`config.mk`:
```
export PLATFORM = sky130hd
export DESIGN_NAME = microwave_ctrl
export DESIGN_NICKNAME = d
export VERILOG_FILES = /design/src/rtl/microwave_ctrl.sv
export SDC_FILE = /design/constraint.sdc
export NUM_CORES = 1
export LEC_CHECK = 0
export CAP_MARGIN = 0
export CORE_MARGIN = 8
export CORE_UTILIZATION = 60
export DETAILED_ROUTE_END_ITERATION = 6
export DONT_BUFFER_PORTS = 1
export GPL_TIMING_DRIVEN = 0
export PLACE_DENSITY = 0.76
export SETUP_SLACK_MARGIN = 0.4
export SLEW_MARGIN = 20
export SYNTH_ARGS = -nofsm -noshare
export SYNTH_HDL_FRONTEND = slang
export SYNTH_SLANG_ARGS = --single-unit
```
`constraint.sdc`:
```
create_clock -name clk -period 2.4 [get_ports clk]
set_input_delay 0.48 -clock clk [delete_from_list [all_inputs] [get_ports clk]]
set_output_delay 0.48 -clock clk [all_outputs]
set_load 0.005 [all_outputs]
```
`src/rtl/microwave_ctrl.sv`:
```
// Microwave control FSM: turns keypad entry into BCD load pulses for the timer,
// sequences cook/pause/done, gates the magnetron and drives the completion alarm.
module microwave_ctrl #(
  parameter int unsigned MAX_DIGITS   = 3,
  parameter int unsigned ALARM_CYCLES = 50
) (
  input  logic       clk,
  input  logic       clear_n,
  input  logic       key_valid,
  input  logic [3:0] key_code,
  input  logic       start_key,
  input  logic       stop_key,
  input  logic       clr_key,
  input  logic       door_closed,
  input  logic       timer_zero,
  output logic       timer_clear,
  output logic       timer_load,
  output logic [3:0] timer_bcd,
  output logic       timer_stop,
  output logic       mag_on,
  output logic       done_alarm
);

  localparam int unsigned DigitW = $clog2(MAX_DIGITS + 1);
  localparam int unsigned AlarmW = (ALARM_CYCLES > 1) ? $clog2(ALARM_CYCLES) : 1;
  localparam logic [DigitW-1:0] DigitMax  = DigitW'(MAX_DIGITS);
  localparam logic [AlarmW-1:0] AlarmLast = AlarmW'(ALARM_CYCLES - 1);

  typedef enum logic [2:0] {StIdle, StEntry, StCook, StPause, StDone} state_e;

  state_e              state_q;
  logic [DigitW-1:0]   digit_cnt_q;
  logic [AlarmW-1:0]   alarm_cnt_q;

  logic digit_ok;
  logic halt_req;
  logic can_start;
  logic any_key;

  always_comb begin
    digit_ok  = key_valid && (key_code <= 4'd9);
    halt_req  = stop_key || !door_closed;
    can_start = start_key && door_closed && !timer_zero;
    any_key   = key_valid || start_key || stop_key || clr_key;
  end

  always_ff @(posedge clk or negedge clear_n) begin
    if (!clear_n) begin
      state_q     <= StIdle;
      digit_cnt_q <= '0;
      alarm_cnt_q <= '0;
      timer_stop  <= 1'b1;
      timer_clear <= 1'b0;
      timer_load  <= 1'b0;
      timer_bcd   <= 4'd0;
      mag_on      <= 1'b0;
      done_alarm  <= 1'b0;
    end else begin
      // Load and clear are single-cycle strobes.
      timer_load  <= 1'b0;
      timer_clear <= 1'b0;
      case (state_q)
        StIdle: begin
          timer_stop <= 1'b1;
          mag_on     <= 1'b0;
          if (clr_key) begin
            timer_clear <= 1'b1;
          end else if (digit_ok) begin
            timer_load  <= 1'b1;
            timer_bcd   <= key_code;
            digit_cnt_q <= DigitW'(1);
            state_q     <= StEntry;
          end
        end
        StEntry: begin
          if (clr_key) begin
            timer_clear <= 1'b1;
            digit_cnt_q <= '0;
            state_q     <= StIdle;
          end else if (can_start) begin
            timer_stop <= 1'b0;
            mag_on     <= 1'b1;
            state_q    <= StCook;
          end else if (digit_ok && (digit_cnt_q < DigitMax)) begin
            timer_load  <= 1'b1;
            timer_bcd   <= key_code;
            digit_cnt_q <= digit_cnt_q + DigitW'(1);
          end
        end
        StCook: begin
          if (clr_key) begin
            timer_clear <= 1'b1;
            timer_stop  <= 1'b1;
            mag_on      <= 1'b0;
            digit_cnt_q <= '0;
            state_q     <= StIdle;
          end else if (halt_req) begin
            timer_stop <= 1'b1;
            mag_on     <= 1'b0;
            state_q    <= StPause;
          end else if (timer_zero) begin
            timer_stop  <= 1'b1;
            mag_on      <= 1'b0;
            done_alarm  <= 1'b1;
            alarm_cnt_q <= '0;
            state_q     <= StDone;
          end
        end
        StPause: begin
          if (clr_key) begin
            timer_clear <= 1'b1;
            digit_cnt_q <= '0;
            state_q     <= StIdle;
          end else if (can_start) begin
            timer_stop <= 1'b0;
            mag_on     <= 1'b1;
            state_q    <= StCook;
          end
        end
        StDone: begin
          // Any key acknowledges the alarm early; otherwise it times out.
          if (any_key || (alarm_cnt_q == AlarmLast)) begin
            done_alarm  <= 1'b0;
            timer_clear <= 1'b1;
            digit_cnt_q <= '0;
            alarm_cnt_q <= '0;
            state_q     <= StIdle;
          end else begin
            alarm_cnt_q <= alarm_cnt_q + AlarmW'(1);
          end
        end
        default: begin
          timer_stop <= 1'b1;
          mag_on     <= 1'b0;
          done_alarm <= 1'b0;
          state_q    <= StIdle;
        end
      endcase
    end
  end

endmodule

```
# Word level (Yosys, flattened, before mapping)
# Index checks and enable logic that the tools add are counted.
[word_totals]
register_bits = 20
[classes]
n_reduce_logical = 25
n_bitwise = 2
n_mux = 53
n_eq_ne = 21
magnitude_cmp = 2
n_addsub = 2
[op_table]
columns = ["op", "n"]
rows = [
  ["2-to-1 mux 3 bit", 8],
  ["2-to-1 mux 6 bit", 4],
  ["2-to-1 mux 1 bit", 20],
  ["2-to-1 mux 4 bit", 5],
  ["!= test 2 bit (second input constant)", 10],
  ["2-to-1 mux 2 bit", 7],
  ["one-hot mux 3 bit (4 select lines)", 1],
  ["one-hot mux 6 bit (2 select lines)", 1],
  ["AND reduction 5 bit", 2],
  ["one-hot mux 1 bit (3 select lines)", 3],
  ["one-hot mux 2 bit (4 select lines)", 1],
  ["one-hot mux 4 bit (2 select lines)", 1],
  ["AND reduction 4 bit", 2],
  ["AND reduction 7 bit", 1],
  ["adder 6 x 1 -> 6 bit (second input constant)", 1],
  ["== test 3 x 2 -> 1 bit (second input constant)", 2],
  ["== test 6 bit (second input constant)", 1],
  ["!= test 3 bit (second input constant)", 2],
  ["AND reduction 6 bit", 1],
  ["logical OR 1 bit", 5],
  ["less-or-equal comparator 4 bit (second input constant)", 1],
  ["logical AND 1 bit", 4],
  ["!= test 2 x 1 -> 1 bit (second input constant)", 2],
  ["!= test 4 bit (second input constant)", 1],
  ["14 further kinds", 19],
]

# Logic depth before layout (Yosys ltp)
# Gate-level depths: netlist (run 1).
[logic_depth]
depth_word = 7
ltp_mapped = 7

# Worst setup path after synthesis (run 1)
# Ideal clock, no wire load.
[synth_path]
path_kind = "input -> register"
start = "in key_valid"
end = "reg alarm_cnt_q[3]"
arrival_time_ps = 1703
stages = 5
setup_ps = 65
t_required_ps = 2335
path_slack_ps = 632
path_cell_list = "or4_4 a311o_1 buf_6 nor3_2 a211o_1"
[synth_via]
elab_chain_len = 6
[synth_lines]
columns = ["element", "line", "text"]
rows = [
  ["start: declaration", "9", "input logic key_valid,"],
  ["logical OR 1 bit (3 in series)", "44", "any_key = key_valid || start_key || stop_key || clr_key;"],
  ["logical OR 1 bit", "122", "if (any_key || (alarm_cnt_q == AlarmLast)) begin"],
  ["2-to-1 mux 6 bit", "122", ""],
  ["one-hot mux 6 bit (2 select lines)", "62", "case (state_q)"],
  ["end signal: assignment", "129", "alarm_cnt_q <= alarm_cnt_q + AlarmW'(1);"],
  ["end: declaration", "33", "logic [AlarmW-1:0] alarm_cnt_q;"],
]
# No other way between the ends.
# A chain may end at the register's enable or synchronous reset.

# Worst setup path in the final report (run 1)
[layout_path]
start = "reg alarm_cnt_q[1]"
end = "reg alarm_cnt_q[3]"
[layout_via]
elab_chain_len = 4
word_cells_on_any_way = 5
cone_classes = "add/sub (1); eq/ne (1); mux (2); reduce/logical (1)"
[layout_lines]
columns = ["element", "line"]
rows = [
  ["parallel branches: the longest is 2 deep, another holds adder 6 x 1 -> 6 bit", "n/a"],
  ["2-to-1 mux 6 bit *", "122"],
  ["one-hot mux 6 bit (2 select lines) *", "62"],
]
# Every way passes the cells marked *.

==> results.cfg, run 1 <==
[status]
status = completed

[worst_setup_path]
worstPathRequired_ps = 2590
crit_chain = inv_1 -> ha_1 -> nor3b_1 -> a311o_1 -> buf_6 -> nor2_1 -> a211o_1
crit_type = reg2reg
reg2reg_slack_ps = 610
path_delay_family = compound AO/OA/AOI/OAI gates
crit_fanout = 9
cpPeakStageDelay_ps = 430
cp_slowest_cell = dfrtp_1
startpoint_type = flop
worst-path-buf-inv = 2
endpoint_kind = flop
crit_arrival_ps = 1980

[power_and_ir_drop]
leakagePower_uw = 0.000504
power.density_nw_per_um2 = 627
ir_drop_uv = 613

[place]
place_ws_ps = 559
place_hpwl_um = 1820
place_congestion = 0.857
portBuffers = 0

[floorplanning]
rows = 15
placeableCoreArea_sq_um = 1730
fp.dieH_um = 58.8
start_util = 0.637
dieArea_sq_um = 3460
io_pins = 21
die_width_um = 58.8

[synth]
yosysWarnings = 0
synth_edf_count = 0
synth.distinct_cells = 41
ys_seq_area_frac = 0.456
synth-seq-cells = 20
ys.flop_type = dfrtp_1
syn_area_per_cell_sq_um = 9.82
netlist_area_sq_um = 1100
syn_inst = 112
synthArstFlopShare = 1.00
synth_fp_nets = 127

[timing]
hold_viol_final = 0
fin_tns_setup_ps = 0
max-slew-margin-rel = 0.413
whs_ps = 326
period_share = 0.746
fin_worst_skew_ps = 5.01
finalSetupViolations = 0
worst_pin_slew_ps = 878
fmax_ghz = 0.559
slew_violations = 0
fin_ws_ps = 611
rsz0062_at_grt = no
period_needed_ps = 1790

[grt]
grt_max_degree = 21
antenna_found_initial = 0
grt_pass1_vias = 873
grt_overflow = 0
grt_pass1_wl_um = 4040
grt_usage = 0.151

[detailed_routing]
vias_per_cell = 6.05
drt_pass1_iterations = 5
drc = 0
vias = 859
wl_per_cell_um = 16.7
wl_um = 2370
ant_nets = 0
drt_iter0_drc = 12

[cts]
cts_num_sinks = 20
htree_levels = 1
tritoncts = done
clkTransAtPathRegs_ps = 110
clock_latency_ps = 300
post_cts_buffers = 0
cts_buffers = 3
clockBufferDepth = 2
clockRootBuffer = clkbuf_4

[cells_and_area]
final_common_cell = dfrtp_1
final_layout_size_suffix_gt1_frac = 0.128
area_delta_synth_final_pct = 8.53
fin_nets = 133
antenna_cells = 0
fillers = 145
final_cell_mix = dfrtp_1, inv_1, o21ai_0

[run]
max_cap_viol_count = 0

[worst_hold_path]
min_path_type = in2reg
## Yosys cell counts (3+ instances only)
master,instances,share of area
nand2_1,6,0.020
o2bb2ai_1,3,0.024
a21oi_1,5,0.023
o21ai_0,9,0.041
dfrtp_1,19,0.43
nor2b_1,3,0.017
inv_1,10,0.034
mux2_2,4,0.041
nand2b_1,3,0.017
nor2_1,6,0.020
nand3_1,4,0.018
ha_1,3,0.034
## final timing paths
path                                       startpoint                    endpoint  cells past startpoint
min reg2reg                    timer_stop$_DFFE_PN1P_      timer_stop$_DFFE_PN1P_                      2
min in group asynchronous                     clear_n      state_q[1]$_DFFE_PN0P_                      1
max                        alarm_cnt_q[1]$_DFFE_PN0P_  alarm_cnt_q[3]$_DFFE_PN0P_                      7
max reg2reg                alarm_cnt_q[1]$_DFFE_PN0P_  alarm_cnt_q[3]$_DFFE_PN0P_                      7
max in group asynchronous                     clear_n  alarm_cnt_q[4]$_DFFE_PN0P_                      1
min                                       key_code[1]    timer_bcd[1]$_DFFE_PN0P_                      1
## per-layer routing
metal,vias to the layer above,share of wire,GRT usage
li1,421,-,-
met1,409,0.40,0.170
met2,23,0.54,0.260
met3,6,0.050,0.0391
met4,0,0.015,0.0683
met5,-,0,0
## kinds of logic (layout without fill, tap and decap cells)
logic type,Yosys count,count (layout),share of synthesized area
simple gates,36,36,0.187
compound gates,33,33,0.205
flops,20,20,0.456
buf+inv,14,19,0.0614
mux,4,4,0.0410
fa+ha+maj,3,3,0.0341
xor+xnor,2,2,0.0159
## flip-flops by register name (all words and copies together) (netlist names)
register and flops:
alarm_cnt_q 6, timer_bcd 4, state_q 3, digit_cnt_q 2, done_alarm 1, mag_on 1
timer_clear 1, timer_load 1, timer_stop 1
## where the power goes
group	internal (uW)	switching, uW	leakage [uW]
registers	367	25.2	0.000260
clock network	169	102	0.0000279
logic	38.7	47.0	0.000217
total	574	174	0.000504
## stage by stage
step	total power, uW	area, sq um	utilization	std cells
floorplan	457	1100	-	112
CTS	757	1190	0.691	142
finish	748	1190	0.691	142
detailed placement	479	1130	0.655	137
global placement	473	1130	0.655	137
global route	784	1190	0.691	142
## timing repair
action / 4_1_cts / 5_1_grt
hold endpoints to repair: 20 / 0
hold buffers: 1 / 0
gates resized for setup: 0 / 0
## layout make-up
type / count / area (sq um) / share of cell area
Buffer: 4 / 30.0 / 0.0252
Clock buffer: 3 / 22.5 / 0.0189
Clock inverter: 1 / 30.0 / 0.0252
Inverter: 10 / 37.5 / 0.0314
Multi-Input combinational cell: 78 / 531 / 0.444
Sequential cell: 20 / 502 / 0.420
Tap cell: 25 / 31.3 / 0.0262
Timing Repair Buffer: 1 / 10.0 / 0.00839
(Power assumes the default switching activity.)
==> run 2: changes to the inputs <==
Settings changed: CORE_ASPECT_RATIO set to 1.5, CORE_UTILIZATION 60 to 55, PLACE_DENSITY 0.76 to 0.73.
Clock period 2.4 ns to 1.5 ns, I/O delays scaled along.
==> run 2 against run 1 <==
Net effect: the flow now finishes with violations (negative setup slack); combinational power increased to 2.7 times the previous value; first-iteration DRC count grew to 2.5 times the previous value; register-to-register slack worse by 670 ps; die area increased by 7.4%; maximum frequency is 15% higher; cell count rose by 4.9%; clock-buffer cell count did not move; utilization grew 5.1 points; total power up 76%; critical endpoint unchanged.
==> results.cfg, run 2 (synthesis results as in run 1) <==
[status]
status = finished, violations left
violations = negative setup slack

[timing]
fin_tns_setup_ps = -122
fin_worst_skew_ps = 2.23
slew_violations = 0
whs_ps = 126
max-slew-margin-rel = 0.407
period_share = 1.04
finalSetupViolations = 3
fin_ws_ps = -61.8
period_needed_ps = 1560
worst_pin_slew_ps = 890
hold_viol_final = 0
fmax_ghz = 0.640
rsz0062_at_grt = yes

[floorplanning]
start_util = 0.563
io_pins = 21
placeableCoreArea_sq_um = 1950
fp.dieH_um = 70.8
die_width_um = 52.5
dieArea_sq_um = 3720
rows = 20

[place]
place_congestion = 0.887
place_hpwl_um = 1960
place_ws_ps = -174
portBuffers = 0

[detailed_routing]
drt_pass1_iterations = 6
wl_per_cell_um = 20.6
wl_um = 3080
vias_per_cell = 6.36
ant_nets = 0
drc = 0
drt_iter0_drc = 30
vias = 947

[power_and_ir_drop]
leakagePower_uw = 0.000613
power.density_nw_per_um2 = 907
ir_drop_uv = 678

[cells_and_area]
final_common_cell = dfrtp_1
fin_nets = 143
final_cell_mix = dfrtp_1, buf_4, inv_1
largestRegisters = alarm_cnt_q: 6 flops, timer_bcd: 4 flops, state_q: 3 flops
multi_input_area_sq_um = 683
seq_area_sq_um = 503
antenna_cells = 0
largest_reg_flops = 6
largest-register = alarm_cnt_q
final_layout_size_suffix_gt1_frac = 0.354
fillers = 138
area_delta_synth_final_pct = 31.7

[grt]
grt_usage = 0.161
grt_pass1_wl_um = 4680
antenna_found_initial = 0
grt_pass1_vias = 977
grt_max_degree = 21
grt_overflow = 0

[worst_setup_path]
crit_arrival_ps = 1830
startpoint_type = flop
crit_fanout = 9
endpoint_kind = flop
crit_type = reg2reg
worstPathRequired_ps = 1760

[worst_hold_path]
min_path_type = in2reg

[run]
max_cap_viol_count = 0

[cts]
clock_latency_ps = 310
cts_buffers = 3
clockRootBuffer = clkbuf_4
cts_num_sinks = 20
htree_levels = 1
clkTransAtPathRegs_ps = 120
clockBufferDepth = 2
tritoncts = done
run 2: timing repair:
action,in CTS,in global routing
buffers inserted,7,3
gates resized for setup,15,20
hold buffers,1,0
hold endpoints to repair,20,0
pin swaps,5,7
endpoints found under the setup margin,21,41
run 2: cell type report:
class,instances,area share
Multi-Input combinational cell,78,0.472
Sequential cell,20,0.347
Timing Repair Buffer,11,0.0656
Buffer,4,0.0302
Inverter,10,0.0302
Clock inverter,1,0.0207
Tap cell,22,0.0190
Clock buffer,3,0.0155
run 2: metal layers:
metal	up-vias	GRT usage	routed length [um]	part of all wire
met3	11	0.0587	210	0.068
met5	-	0	0	0
met1	466	0.170	1080	0.35
li1	441	-	-	-
met2	29	0.266	1700	0.55
met4	0	0.0838	86	0.028
run 2: path summary, 6_finish.rpt:
path	start	endpoint	slack [ps]	depth (start not counted)
max in group asynchronous	clear_n	state_q[1]$_DFFE_PN0P_	730	1
worst min-delay path	key_code[0]	timer_bcd[0]$_DFFE_PN0P_	130	1
worst max-delay path	state_q[2]$_DFFE_PN0P_	alarm_cnt_q[3]$_DFFE_PN0P_	-60	6
worst max register to register	state_q[2]$_DFFE_PN0P_	alarm_cnt_q[3]$_DFFE_PN0P_	-60	6
worst min register to register	timer_bcd[0]$_DFFE_PN0P_	timer_bcd[0]$_DFFE_PN0P_	560	1
min in group asynchronous	clear_n	timer_bcd[1]$_DFFE_PN0P_	160	1
run 2: stage by stage:
step	power [uW]	utilization	cell area (sq um)	cells
2_1_floorplan	745	-	1130	112
3_3_place_gp	773	0.595	1160	134
3_5_place_dp	780	0.595	1160	134
4_1_cts	1250	0.678	1320	146
5_1_grt	1370	0.742	1450	149
6_report	1310	0.742	1450	149
run 2: power by group:
| group | switching [uW] | leakage [uW] | internal (uW) |
|---|---|---|---|
| logic | 114 | 0.000327 | 115 |
| clock network | 183 | 0.0000279 | 270 |
| registers | 44.7 | 0.000258 | 587 |
run 2: worst max-delay path: stages (launching register included):
cell,delay (ps)
dfrtp_1,360
buf_6,120
or3b_4,380
a311o_1,290
buf_6,140
nor3_2,100
a211o_1,110
==> run 3: changes to the inputs <==
--- a/config.mk
+++ b/config.mk
@@ -8,5 +8,5 @@
 export CAP_MARGIN = 0
 export CORE_ASPECT_RATIO = 1.5
-export CORE_MARGIN = 8
+export CORE_MARGIN = 2
 export CORE_UTILIZATION = 55
 export DETAILED_ROUTE_END_ITERATION = 6
==> constraint.sdc (replaced) <==
create_clock -name clk -period 1.5 [get_ports clk]
set_input_delay 0.3 -clock clk [delete_from_list [all_inputs] [get_ports clk]]
set_output_delay 0.3 -clock clk [all_outputs]
set_load 0.02 [all_outputs]
==> run 3 against run 2 <==
Net effect: the flow still finishes with violations (negative setup slack); wire length fell by 8.8%; die area fell by 36%; critical path depth fell by 1; worst setup slack got worse by 27 ps; cell count rose by 0.67%; total power rose by 2.6%; combinational power barely moved; largest cell class unchanged.
==> results.cfg, run 3 (synthesis results as in run 1) <==
[power_and_ir_drop]
clkPwrFrac = 0.334
switching_power_uw = 371
leakagePower_uw = 0.000617
p_int_uw = 977
power.density_nw_per_um2 = 910
p_comb_frac = 0.169
p_sw_frac = 0.275
ir_drop_uv = 647
power_frac_seq = 0.496

[grt]
grt_overflow = 0
grt_usage = 0.259
grt_max_degree = 21
antenna_found_initial = 0
grt_pass1_vias = 924
grt_pass1_wl_um = 4260

[floorplanning]
fp.dieH_um = 58.8
dieArea_sq_um = 2380
rows = 19
start_util = 0.593
die_width_um = 40.5
io_pins = 21
placeableCoreArea_sq_um = 1850

[timing]
fmax_ghz = 0.629
fin_worst_skew_ps = 5.39
fin_ws_ps = -89.2
slew_violations = 0
worst_pin_slew_ps = 880
period_needed_ps = 1590
max-slew-margin-rel = 0.414
finalSetupViolations = 7
hold_viol_final = 0
rsz0062_at_grt = yes
period_share = 1.06

[cts]
tritoncts = done
clockBufferDepth = 2
htree_levels = 1
cts_num_sinks = 20
clkTransAtPathRegs_ps = 120
clockRootBuffer = clkbuf_4
clock_latency_ps = 320
cts_buffers = 3

[detailed_routing]
wl_um = 2810
ant_nets = 0
vias_per_cell = 6.43
drc = 0
drt_iter0_drc = 27
wl_per_cell_um = 18.7
vias = 964
drt_pass1_iterations = 4

[worst_hold_path]
hold_start = key_code[0]
min_path_type = in2reg
holdPathEnd = timer_bcd[0]$_DFFE_PN0P_
holdPathStages = 1

[status]
violations = negative setup slack
status = finished, violations left

[place]
place_ws_ps = -130
place_hpwl_um = 1770
dpl_cell_area_sq_um = 1160
portBuffers = 0
place_congestion = 0.929

[cells_and_area]
final_cell_mix = dfrtp_1, buf_4, inv_1
largestRegisters = alarm_cnt_q: 6 flops, timer_bcd: 4 flops, state_q: 3 flops
final_common_cell = dfrtp_1
antenna_cells = 0
area_delta_synth_final_pct = 34.7
fin_area_sq_um = 1480
fillers = 115
largest-register = alarm_cnt_q
largest_reg_flops = 6
utilization = 0.799
fin_nets = 145
final_layout_size_suffix_gt1_frac = 0.442

[run]
max_cap_viol_count = 0

[worst_setup_path]
cpPeakStageDelay_ps = 390
crit_type = reg2reg
r2r-start = state_q[2]$_DFFE_PN0P_
cp_slowest_cell = dfrtp_1
reg2reg_slack_ps = -90
endpoint_kind = flop
crit_chain = buf_6 -> nor2_4 -> a41oi_1 -> or2_1 -> a211o_1
crit_fanout = 5
r2r-end = alarm_cnt_q[3]$_DFFE_PN0P_
worstPathRequired_ps = 1720
reg2reg_depth = 5
crit_arrival_ps = 1810
startpoint_type = flop
-- run 3: worst max-delay path: cells and delay by family, from the launching register on --
kind / cells / cell delay (ps)
AOI/OAI and AO/OA: 2 / 480
buffers and inverters: 1 / 130
DFF: 1 / 390
and+or+nand+nor: 2 / 490
-- run 3: timing repair --
item,4_1_cts,5_1_grt
endpoints found under the hold margin,20,0
resized for setup,26,19
hold buffers,1,0
endpoints found under the setup margin,24,47
buffers inserted,6,6
pin swaps,5,4
gates cloned,0,0
-- run 3: layout make-up --
| class | count | area [sq um] | share of cell area |
|---|---|---|---|
| buffer | 4 | 37.5 | 0.0253 |
| clock buffer | 3 | 22.5 | 0.0152 |
| clock inverter | 1 | 30.0 | 0.0203 |
| inverter | 10 | 40.0 | 0.0270 |
| multi-input combinational | 78 | 706 | 0.476 |
| sequential | 20 | 509 | 0.344 |
| tap | 21 | 26.3 | 0.0177 |
| timing repair buffer | 13 | 110 | 0.0743 |
-- run 3: power by group through the flow --
stage               sequential, uW  clock [uW]  combinational (uW)
finish                         669         451                 228
global route                   679         461                 250
global placement               673           0                 133
CTS                            669         450                 202
floorplan                      665           0                 116
detailed placement             676           0                 139
-- run 3: routing by layer --
layer | up-vias | share of wire | global-route usage
li1 | 447 | - | -
met1 | 479 | 0.39 | 0.327
met2 | 29 | 0.53 | 0.422
met3 | 9 | 0.054 | 0.0377
met4 | 0 | 0.031 | 0.110
met5 | - | 0 | 0
-- run 3: stage by stage --
stage / hold slack (ps) / TNS [ps] / total power, uW / std cells
detailed placement: 4.90 / -527 / 816 / 133
CTS: 120 / -167 / 1320 / 144
floorplan: 4.41 / -37.2 / 781 / 112
finish: 117 / -223 / 1350 / 150
global route: 120 / -622 / 1390 / 150
global placement: 4.80 / -366 / 806 / 133
-- run 3: worst max-delay path by stage --
stage	startpoint	endpoint	slack [ps]	cells past startpoint
6_report	state_q[2]$_DFFE_PN0P_	alarm_cnt_q[3]$_DFFE_PN0P_	-90	5
3_3_place_gp	state_q[2]$_DFFE_PN0P_	alarm_cnt_q[3]$_DFFE_PN0P_	-130	5
2_1_floorplan	state_q[2]$_DFFE_PN0P_	alarm_cnt_q[3]$_DFFE_PN0P_	-20	6
4_1_cts	state_q[2]$_DFFE_PN0P_	alarm_cnt_q[3]$_DFFE_PN0P_	-70	6
3_5_place_dp	state_q[2]$_DFFE_PN0P_	alarm_cnt_q[3]$_DFFE_PN0P_	-130	5
5_1_grt	state_q[2]$_DFFE_PN0P_	alarm_cnt_q[3]$_DFFE_PN0P_	-160	5
